--- config.mk ---
export PLATFORM = sky130hd
export DESIGN_NAME = mem_access_unit
export DESIGN_NICKNAME = d
export VERILOG_FILES = /design/src/rtl/mem_access_unit.sv
export SDC_FILE = /design/constraint.sdc
export NUM_CORES = 1
export LEC_CHECK = 0
export CAP_MARGIN = 20
export CORE_MARGIN = 3
export CORE_UTILIZATION = 40
export DETAILED_ROUTE_END_ITERATION = 8
export HOLD_SLACK_MARGIN = 0.05
export PLACE_DENSITY = 0.8
export SLEW_MARGIN = 10
export SYNTH_ARGS = -nofsm -noshare
export SYNTH_HDL_FRONTEND = slang
export SYNTH_SLANG_ARGS = --single-unit
--- constraint.sdc ---
create_clock -name clk -period 2.6 [get_ports clk]
set_input_delay 0.52 -clock clk [delete_from_list [all_inputs] [get_ports clk]]
set_output_delay 0.52 -clock clk [all_outputs]
set_load 0.005 [all_outputs]
--- src/rtl/mem_access_unit.sv ---
// mem_access_unit
// ---------------
// Bridges the multicycle controller/datapath to a word-wide synchronous RAM
// that has no byte enables. It performs LW, LB, LBU and SB. Byte loads are
// sign- or zero-extended. Byte stores are done as read-modify-write, so the
// RAM only ever sees whole-word accesses. Byte order is big-endian: lane 0 is
// bits [31:24] and lane 3 is bits [7:0].
//
// Ports
//   clk        rising-edge clock
//   reset      synchronous reset, active-low
//   req        request strobe, sampled only in IDLE
//   MemWrite   1 = store, 0 = load
//   MemMode    00 word, 01 signed byte (also SB), 10 unsigned byte, 11 reserved
//   addr       byte address
//   wdata      store data (byte stores use wdata[7:0])
//   rdata      load result, held until the next load completes
//   done       one-cycle completion pulse
//   busy       high whenever the FSM is not in IDLE
//   err        one-cycle pulse with done for a rejected request
//   ram_addr   RAM word address (addr[AW+1:2]; upper address bits ignored)
//   ram_we     RAM write enable, forced low while reset is asserted
//   ram_wdata  RAM write data
//   ram_rdata  RAM read data, valid one cycle after a read address

module mem_access_unit #(
    parameter int AW = 10
) (
    input  logic          clk,
    input  logic          reset,
    input  logic          req,
    input  logic          MemWrite,
    input  logic [1:0]    MemMode,
    input  logic [31:0]   addr,
    input  logic [31:0]   wdata,
    output logic [31:0]   rdata,
    output logic          done,
    output logic          busy,
    output logic          err,
    output logic [AW-1:0] ram_addr,
    output logic          ram_we,
    output logic [31:0]   ram_wdata,
    input  logic [31:0]   ram_rdata
);

    typedef enum logic [2:0] {
        S_IDLE,
        S_ISSUE,
        S_CAPTURE,
        S_WRITE,
        S_RESP
    } state_t;

    localparam logic [1:0] MODE_WORD  = 2'b00;
    localparam logic [1:0] MODE_SBYTE = 2'b01;
    localparam logic [1:0] MODE_RSVD  = 2'b11;

    state_t        state_q, state_d;
    logic [AW+1:0] addr_q,  addr_d;   // only the bits that reach the RAM or pick a lane
    logic [31:0]   wdata_q, wdata_d;
    logic [1:0]    mode_q,  mode_d;
    logic          we_q,    we_d;
    logic          err_q,   err_d;    // request was rejected; reported in RESP
    logic [31:0]   rdata_q, rdata_d;
    logic [31:0]   merge_q, merge_d;

    logic [7:0]    sel_byte;
    logic [31:0]   merged_word;
    logic          ram_we_raw;

    // Lane select and merge for the captured address (big-endian lanes).
    always_comb begin
        sel_byte    = 8'h00;
        merged_word = ram_rdata;
        unique case (addr_q[1:0])
            2'd0: begin sel_byte = ram_rdata[31:24]; merged_word[31:24] = wdata_q[7:0]; end
            2'd1: begin sel_byte = ram_rdata[23:16]; merged_word[23:16] = wdata_q[7:0]; end
            2'd2: begin sel_byte = ram_rdata[15:8];  merged_word[15:8]  = wdata_q[7:0]; end
            2'd3: begin sel_byte = ram_rdata[7:0];   merged_word[7:0]   = wdata_q[7:0]; end
        endcase
    end

    // Next-state logic.
    // NOTE: every variable gets its hold value before the case, so no path
    // leaves one unassigned and no latch is inferred.
    always_comb begin
        state_d = state_q;
        addr_d  = addr_q;
        wdata_d = wdata_q;
        mode_d  = mode_q;
        we_d    = we_q;
        err_d   = err_q;
        rdata_d = rdata_q;
        merge_d = merge_q;

        unique case (state_q)
            S_IDLE: begin
                if (req) begin
                    addr_d  = addr[AW+1:0];
                    wdata_d = wdata;
                    mode_d  = MemMode;
                    we_d    = MemWrite;
                    // Reserved mode or a misaligned word access never touches the RAM.
                    if (MemMode == MODE_RSVD ||
                        (MemMode == MODE_WORD && addr[1:0] != 2'b00)) begin
                        err_d   = 1'b1;
                        state_d = S_RESP;
                    end else begin
                        err_d   = 1'b0;
                        state_d = S_ISSUE;
                    end
                end
            end
            S_ISSUE: begin
                if (we_q && mode_q == MODE_WORD) state_d = S_RESP;
                else                             state_d = S_CAPTURE;
            end
            S_CAPTURE: begin
                if (we_q) begin
                    merge_d = merged_word;
                    state_d = S_WRITE;
                end else begin
                    if (mode_q == MODE_WORD)       rdata_d = ram_rdata;
                    else if (mode_q == MODE_SBYTE) rdata_d = {{24{sel_byte[7]}}, sel_byte};
                    else                           rdata_d = {24'h0, sel_byte};
                    state_d = S_RESP;
                end
            end
            S_WRITE: state_d = S_RESP;
            S_RESP:  state_d = S_IDLE;
            default: state_d = S_IDLE;
        endcase
    end

    // NOTE: state is updated with non-blocking assignments only; the reset is
    // synchronous, so it is just the highest-priority branch under the clock.
    always_ff @(posedge clk) begin
        if (!reset) begin
            state_q <= S_IDLE;
            addr_q  <= '0;
            wdata_q <= '0;
            mode_q  <= '0;
            we_q    <= 1'b0;
            err_q   <= 1'b0;
            rdata_q <= '0;
            merge_q <= '0;
        end else begin
            state_q <= state_d;
            addr_q  <= addr_d;
            wdata_q <= wdata_d;
            mode_q  <= mode_d;
            we_q    <= we_d;
            err_q   <= err_d;
            rdata_q <= rdata_d;
            merge_q <= merge_d;
        end
    end

    assign ram_we_raw = (state_q == S_ISSUE && we_q && mode_q == MODE_WORD) ||
                        (state_q == S_WRITE);

    // Gating with reset abandons an in-flight write in the very cycle reset is seen.
    assign ram_we    = ram_we_raw & reset;
    assign ram_wdata = (state_q == S_WRITE) ? merge_q : wdata_q;
    assign ram_addr  = addr_q[AW+1:2];

    assign rdata = rdata_q;
    assign done  = (state_q == S_RESP);
    assign err   = (state_q == S_RESP) && err_q;
    assign busy  = (state_q != S_IDLE);

endmodule
After elaboration in Yosys (flattened, before gate mapping)

Index checks and enable logic that the tools add are counted.
W data, S select, Z words.

Register bits: 115
Logic and storage cells: 50

Bitwise operators: 2
Reduce and logical (&&, ||, !) cells: 16
Equality and inequality tests: 10
Muxes and demuxes: 14

Operators with widths:

| operator             | count |
|---|---|
| $mux W32             | 3 |
| $mux W8              | 4 |
| $pmux W8 S4          | 1 |
| $mux W3              | 4 |
| $pmux W3 S4          | 1 |
| $eq A2 B2 Y1 const B | 3 |
| $eq A3 B2 Y1 const B | 2 |
| $logic_not A2 Y1     | 3 |
| $reduce_and A2 Y1    | 3 |
| $logic_and A1 B1 Y1  | 5 |
| $eq A2 B1 Y1 const B | 2 |
| $eq A3 B1 Y1 const B | 1 |
| $eq A3 B3 Y1 const B | 1 |
| $logic_not A3 Y1     | 1 |
| $reduce_bool A3 Y1   | 1 |
| $logic_or A1 B1 Y1   | 2 |
| $ne A2 B2 Y1 const B | 1 |
| $reduce_bool A2 Y1   | 1 |
| $and A1 B1 Y1        | 1 |
| $mux W1              | 1 |
| $not A1 Y1           | 1 |

Depth between registers and ports, before layout

Gate-level depths: netlist of the first run.

Word-level depth: 6
Depth in mapped cells: 8
Depth with buffers taken out: 4

Least setup slack after synthesis of the first run

OpenSTA, ideal clock, no wires.

Path kind: register to output
Start point: reg state_q[2]
End point: out ram_wdata[10]
Stages on the path, launching flop included: 5
Setup slack: 0.858 ns
Arrival: 1.222 ns
Data required time: 2.080 ns
Buffers on the path: 1
Cell sequence: dfxtp_1 > inv_1 > nand3_1 > buf_4 > mux2_2

Cells in the longest elaborated chain, start to end: 2

Ends and longest elaborated chain:

| element                | line | source |
|---|---|---|
| from (decl)            | 58   | `state_t state_q, state_d;` |
| from (signal assigned) | 148  | `state_q <= state_d;` |
| $eq A3 B2 Y1           | 164  | `assign ram_wdata = (state_q == S_WRITE) ? merge_q : wdata_q;` |
| $mux W32               | 164  |  |
| to (decl)              | 42   | `output logic [31:0] ram_wdata,` |

No other way between the ends.

Worst setup path after layout of the first run

Start point: reg state_q[2]
End point: out ram_wdata[0]

The elaborated chain is that of the path after synthesis.

==> flow_metrics.tcl, run 1 <==
set metrics [dict create \
    status "finished clean" \
    synth_area_leaders "dfxtp_1, nand2_1, mux2_2" \
    cts_root_buf "clkbuf_16" \
    area_delta_synth_final_pct 39.5 \
    relSlewSlack_pct 42.6 \
    cts_buffer_depth 2 \
    min_period_ns 2.56 \
    first_global_vias 4721 \
    critical-path-max-stage-delay_ns 0.52 \
    die_area_sq_mm 0.0156 \
    holdWs_ns 0.458 \
    io_pins 180 \
    switching_share_pct 23.9 \
    routed_wl_microns 16400 \
    syn_avg_cell_area_sq_um 9.01 \
    post-route-util_pct 58.3 \
    post_drt_wl_per_cell_microns 17.1 \
    worst_path_max_delay_cell "clkdlybuf4s50_1" \
    postRouteAntennaNets 0 \
    holdBufCountCts 0 \
    p_clk_share_pct 49.6 \
    placed_cells 921 \
    dieHeight_microns 125 \
    pwr_density_cell_mw_per_mm2 664 \
    slew_violations 0 \
    clkSlewWorstSetupHoldPaths_ns 0.06 \
    power.net_switching_mw 1.25 \
    finalPower_mw 5.23 \
    row_count 42 \
    p_int_mw 3.98 \
    synth-seq-area-share_pct 40.8 \
    setup_viol 0 \
    place_congestion 0.846 \
    netlist-cell-type-count 39 \
    core_area_sq_mm 0.0135 \
    fill_cells 1184 \
    grt_overflow 0 \
    hold_class "reg -> reg" \
    drv_cap 0 \
    cts_tree "yes" \
    initial_core_util_pct 41.8 \
    grt_usage_pct 20.3 \
    synth_seq_cells 115 \
    drc_errors 0 \
    cts-buffers-inserted 17 \
    drt-initial-drc-count 377 \
    viasPerCell 5.23 \
    grt_antenna_before_repair 2 \
    leakage_nw 3.53 \
    multiInputGateArea_sq_mm 0.00281 \
    worst_ep_arrival_time_ns 2.04 \
    syn_area_sq_mm 0.00565 \
    htreeDepth 4 \
    synthCells 627 \
    timing.fmax_ghz 0.390 \
    crit_path_cell_trace "inv_1 > nand3_1 > buf_6 > mux2_2 > clkdlybuf4s50_1" \
    synth_top_area_share_pct 40.8 \
    cp-end-kind "output pin" \
    finalNonFillerCells 954 \
    port_buffers 159 \
    nets 866 \
    synth_area_leader_cell "dfxtp_1" \
    syn_nets 729 \
    die_w_microns 125 \
    place_area_sq_mm 0.00721 \
    vias 4991 \
    layout-drive-gt1-share_pct 13.8 \
    grt_pass1_wl_microns 25200 \
    pwr-share-comb_pct 14.3 \
    hold_viol 0 \
    fin_worst_skew_ns 0.00635 \
    clock_latency_ns 0.42 \
    worstSetupStartpointType "flop" \
    tightest_slew_ns 0.857 \
    dr.pass1.iters 6 \
    ys_warn_count 0 \
    rsz0062_at_grt "yes" \
    critPathMaxFanout 15 \
    clock-sinks 115 \
    period_share_pct 98.6 \
    grt_max_degree 53 \
    required_ns 2.08 \
    p_seq_share_pct 36.2 \
    synth-edff-count 0 \
    dp_hpwl_microns 11600 \
    register_area_sq_mm 0.00230 \
    synth-async-reset-ratio_pct 0 \
    synth_flop_cell "dfxtp_1" \
    criticalPathCategory "reg -> out" \
    ir_drop_mv 0.511 \
    stdcell_area_sq_mm 0.00788 \
]
## kinds of logic after synthesis
logic type,after synthesis,synth area share [%]
AO/OA/AOI/OAI,154,22.7
AND/OR/NAND/NOR,209,16.0
multiplexers,58,11.0
flip-flops,115,40.8
buffers and inverters,91,9.59
## worst max-delay path: cells and delay by family, from the launching register on
family	cells	cell delay [ns]
buffers and inverters	3	0.81
flip-flops	1	0.33
multiplexers	1	0.36
AND/OR/NAND/NOR	1	0.13
## final timing paths
check | from | end | slack, ns | cells after the start
hold reg to reg | rdata[25]$_SDFFE_PN0P_ | rdata[25]$_SDFFE_PN0P_ | 0.46 | 2
setup reg to reg | state_q[0]$_SDFFE_PN0P_ | merge_q[18]$_SDFFE_PN0P_ | 0.61 | 6
setup / recovery | state_q[2]$_SDFFE_PN0P_ | ram_wdata[0] | 0.04 | 5
hold / removal | rdata[25]$_SDFFE_PN0P_ | rdata[25]$_SDFFE_PN0P_ | 0.46 | 2
## final cells by class
cell class,count,share of cell area [%]
flip-flops and latches,115,29.2
inverters,27,1.29
diodes,1,0.0318
repair buffers,182,22.6
clock inverters,13,2.62
clock buffers,19,5.75
well taps,176,2.80
multi-input cells,421,35.7
## placed cells by master (no fill, tap or decap), types with 3 or more instances in the layout
cell               n
a221oi_1           8
bufinv_16          5
mux2i_1           26
dfxtp_1          115
o311ai_1          18
buf_4             20
clkinv_4           3
clkdlybuf4s50_1  157
o311ai_0           4
mux2_2            32
o31ai_1            8
o211a_1           34
o211ai_1           7
nand2b_1           5
a21boi_0          37
inv_1             27
a21oi_1           11
nand3_1           18
nor2_1            10
o21ai_0            9
a21boi_2          10
nand2_1          163
clkbuf_16         17
clkinv_2           3
## flip-flops by register name (all words and copies together) (netlist names)
name / count
state_q: 3
mode_q: 2
merge_q: 32
wdata_q: 32
err_q: 1
we_q: 1
addr_q: 12
rdata: 32
## what timing repair did
action / in CTS / in global routing
setup buffers: 0 / 0
endpoints found under the hold margin: 0 / 0
resized for setup: 0 / 3
endpoints found under the setup margin: 0 / 20
## per-layer routing
layer / track usage, % / up-vias / share of wire [%]
li1: - / 2455 / -
met1: 27.0 / 2293 / 45
met2: 30.7 / 223 / 45
met3: 7.55 / 18 / 8.5
met4: 6.63 / 2 / 1.4
met5: 0 / - / 0.079
## synth_stat cells, drive strengths merged (8+ instances only)
master  number
inv         27
a21oi       11
buf         50
a21boi      47
dfxtp      115
a221oi       8
mux2        32
o211a       34
mux2i       26
o21ai        9
o31ai        8
clkbuf      14
nand2      163
o311ai      24
nor2        12
nand3       18
## through the flow
step | worst slack (ns) | TNS [ns]
after floorplan | 0.858 | 0
after global placement | 0.484 | 0
after detailed placement | 0.478 | 0
after CTS | 0.0133 | 0
after global routing | -0.0344 | -0.0344
final | 0.0373 | 0
## power groups by stage
stage	Combinational, mW	Clock [mW]	Sequential (mW)
after floorplan	0.416	0	1.92
after global placement	0.734	0	1.92
after detailed placement	0.739	0	1.93
after CTS	0.747	2.62	1.89
after global routing	0.811	2.70	1.90
final	0.746	2.59	1.89
Note: power is estimated with default switching activity, not from simulation.
==> inputs of run 2 (changes only) <==
--- a/config.mk
+++ b/config.mk
@@ -5,12 +5,15 @@
 export SDC_FILE = /design/constraint.sdc
 export NUM_CORES = 1
 export LEC_CHECK = 0
+export ABC_CLOCK_PERIOD_IN_PS = 2600
 export CAP_MARGIN = 20
+export CELL_PAD_IN_SITES_DETAIL_PLACEMENT = 2
+export CELL_PAD_IN_SITES_GLOBAL_PLACEMENT = 2
 export CORE_MARGIN = 3
-export CORE_UTILIZATION = 40
+export CORE_UTILIZATION = 29
 export DETAILED_ROUTE_END_ITERATION = 8
 export HOLD_SLACK_MARGIN = 0.05
-export PLACE_DENSITY = 0.8
+export PLACE_DENSITY = 0.94
 export SLEW_MARGIN = 10
 export SYNTH_ARGS = -nofsm -noshare
 export SYNTH_HDL_FRONTEND = slang
==> run 2 against run 1 <==
Against the previous run:
- non-clock buffer count grew 4
- cell count grew 9.1%
- critical path depth did not move
- clock power shrank 4%
- die area is 36% higher
- register-to-register slack lost 0.02 ns
- sequential cell count is the same
- fmax up 0.47%
- clock-buffer cell count rose by 1
==> flow_metrics.tcl, run 2 (same netlist as run 1, synthesis figures left out) <==
set metrics [dict create \
    grt_max_degree 56 \
    dp_hpwl_microns 15900 \
    leakage_nw 3.61 \
    critPathBufInv 3 \
    die_area_sq_mm 0.0212 \
    cts_tree "yes" \
    setup_viol 0 \
    grt_overflow 0 \
    postRouteAntennaNets 0 \
    cts_root_buf "clkbuf_16" \
    grt_usage_pct 21.5 \
    clock-sinks 115 \
    worstSetupStartpointType "flop" \
    ir_drop_mv 0.476 \
    stdcell_area_sq_mm 0.00805 \
    final_common_cell "nand2_1" \
    drc_errors 0 \
    rrSetupSlack_ns 0.59 \
    fin_worst_skew_ns 0.00562 \
    path_delay_family "buffers and inverters" \
    slew_violations 0 \
    fill_cells 2088 \
    initial_core_util_pct 29.9 \
    die_w_microns 146 \
    htreeDepth 4 \
    antenna_cells 0 \
    port_buffers 159 \
    cp-end-kind "output pin" \
    critPathMaxFanout 8 \
    finalPower_mw 5.19 \
    cts-buffers-inserted 17 \
    row_count 50 \
    relSlewSlack_pct 48.4 \
    drv_cap 0 \
    vias 5216 \
    cts_buffer_depth 2 \
    first_global_vias 5827 \
    tightest_slew_ns 0.764 \
    finalWorstSetupSlack_ns 0.0492 \
    io_pins 180 \
    hold_class "reg -> reg" \
    place_area_sq_mm 0.00733 \
    post-place-ws_ns 0.379 \
    viasPerCell 5.01 \
    worst_ep_arrival_time_ns 2.03 \
    grt_antenna_before_repair 0 \
    layout-drive-gt1-share_pct 15.0 \
    drt-initial-drc-count 276 \
    crit_path_cell_trace "inv_2 > nand3_4 > bufbuf_16 > mux2_2 > clkdlybuf4s50_1" \
    place_congestion 0.820 \
    dieHeight_microns 146 \
    register_area_sq_mm 0.00230 \
    holdWs_ns 0.466 \
    clock_latency_ns 0.42 \
    grt_pass1_wl_microns 35400 \
    final_cell_mix "nand2_1, clkdlybuf4s50_1, dfxtp_1" \
    period_share_pct 98.1 \
    required_ns 2.08 \
    area_delta_synth_final_pct 42.6 \
    critical-path-max-stage-delay_ns 0.44 \
    holdBufCountCts 0 \
    min_period_ns 2.55 \
    pwr_density_cell_mw_per_mm2 645 \
    routed_wl_microns 22800 \
    status "finished clean" \
    clkSlewWorstSetupHoldPaths_ns 0.06 \
    multiInputGateArea_sq_mm 0.00284 \
    finalNonFillerCells 1041 \
    core_area_sq_mm 0.0189 \
    criticalPathCategory "reg -> out" \
    worst_path_max_delay_cell "clkdlybuf4s50_1" \
    post_drt_wl_per_cell_microns 21.9 \
    placed_cells 1006 \
    timing.fmax_ghz 0.392 \
    nets 870 \
    hold_viol 0 \
    rsz0062_at_grt "yes" \
    dr.pass1.iters 4 \
]
==> run 2: changes by cell type in the layout (fill, tap and decap cells not counted), moves of 2 or more <==
| cell | delta |
|---|---|
| buf_4 | +2 |
| bufinv_16 | -2 |
| clkdlybuf4s50_1 | -5 |
| clkinv_4 | -3 |
| clkinvlp_4 | +4 |
| dlymetal6s2s_1 | +4 |
==> run 2: area by class of cell <==
cell class              instances  area share (%)
well taps                     260            4.04
clock buffers                  20            5.80
multi-input cells             421            35.3
repair buffers                186            23.1
inverters                      27            1.26
clock inverters                12            1.91
flip-flops and latches        115            28.6
==> run 2: worst paths after layout <==
| check | start | end | cells past startpoint |
|---|---|---|---|
| setup / recovery | state_q[2]$_SDFFE_PN0P_ | ram_wdata[4] | 5 |
| hold / removal | addr_q[8]$_SDFFE_PN0P_ | addr_q[8]$_SDFFE_PN0P_ | 2 |
| setup reg to reg | mode_q[0]$_SDFFE_PN0P_ | rdata[4]$_SDFFE_PN0P_ | 5 |
| hold reg to reg | addr_q[8]$_SDFFE_PN0P_ | addr_q[8]$_SDFFE_PN0P_ | 2 |
==> run 2: power by group <==
group / switching (mW) / leakage (nW) / internal [mW]
clock network: 0.897 / 0.287 / 1.58
logic: 0.408 / 2.39 / 0.401
registers: 0.0663 / 0.935 / 1.84
total: 1.37 / 3.61 / 3.82
==> run 2: worst register-to-register path, delay by kind of cell, from the launching register on <==
family          cells  cell delay (ns)
buf+inv             1             0.26
flops               1             0.35
compound gates      3             1.15
simple gates        1             0.11
==> run 2: layer usage <==
| layer | global-route usage [%] | vias up | share of wire (%) |
|---|---|---|---|
| li1 | - | 2462 | - |
| met1 | 26.7 | 2564 | 44 |
| met2 | 37.0 | 153 | 49 |
| met3 | 4.98 | 37 | 4.1 |
| met4 | 7.22 | 0 | 2.3 |
| met5 | 0 | - | 0 |
==> run 2: what timing repair did <==
action | in CTS | in global routing
setup endpoints to repair | 33 | 8
gates cloned | 1 | 0
pin swaps | 2 | 1
gates resized for setup | 9 | 7
buffers inserted | 1 | 0
==> run 2: per-stage QoR <==
step / TNS, ns / utilization (%)
floorplan: 0 / -
global placement: 0 / 38.8
detailed placement: 0 / 38.8
CTS: 0 / 42.5
global route: -0.0219 / 42.6
finish: 0 / 42.6
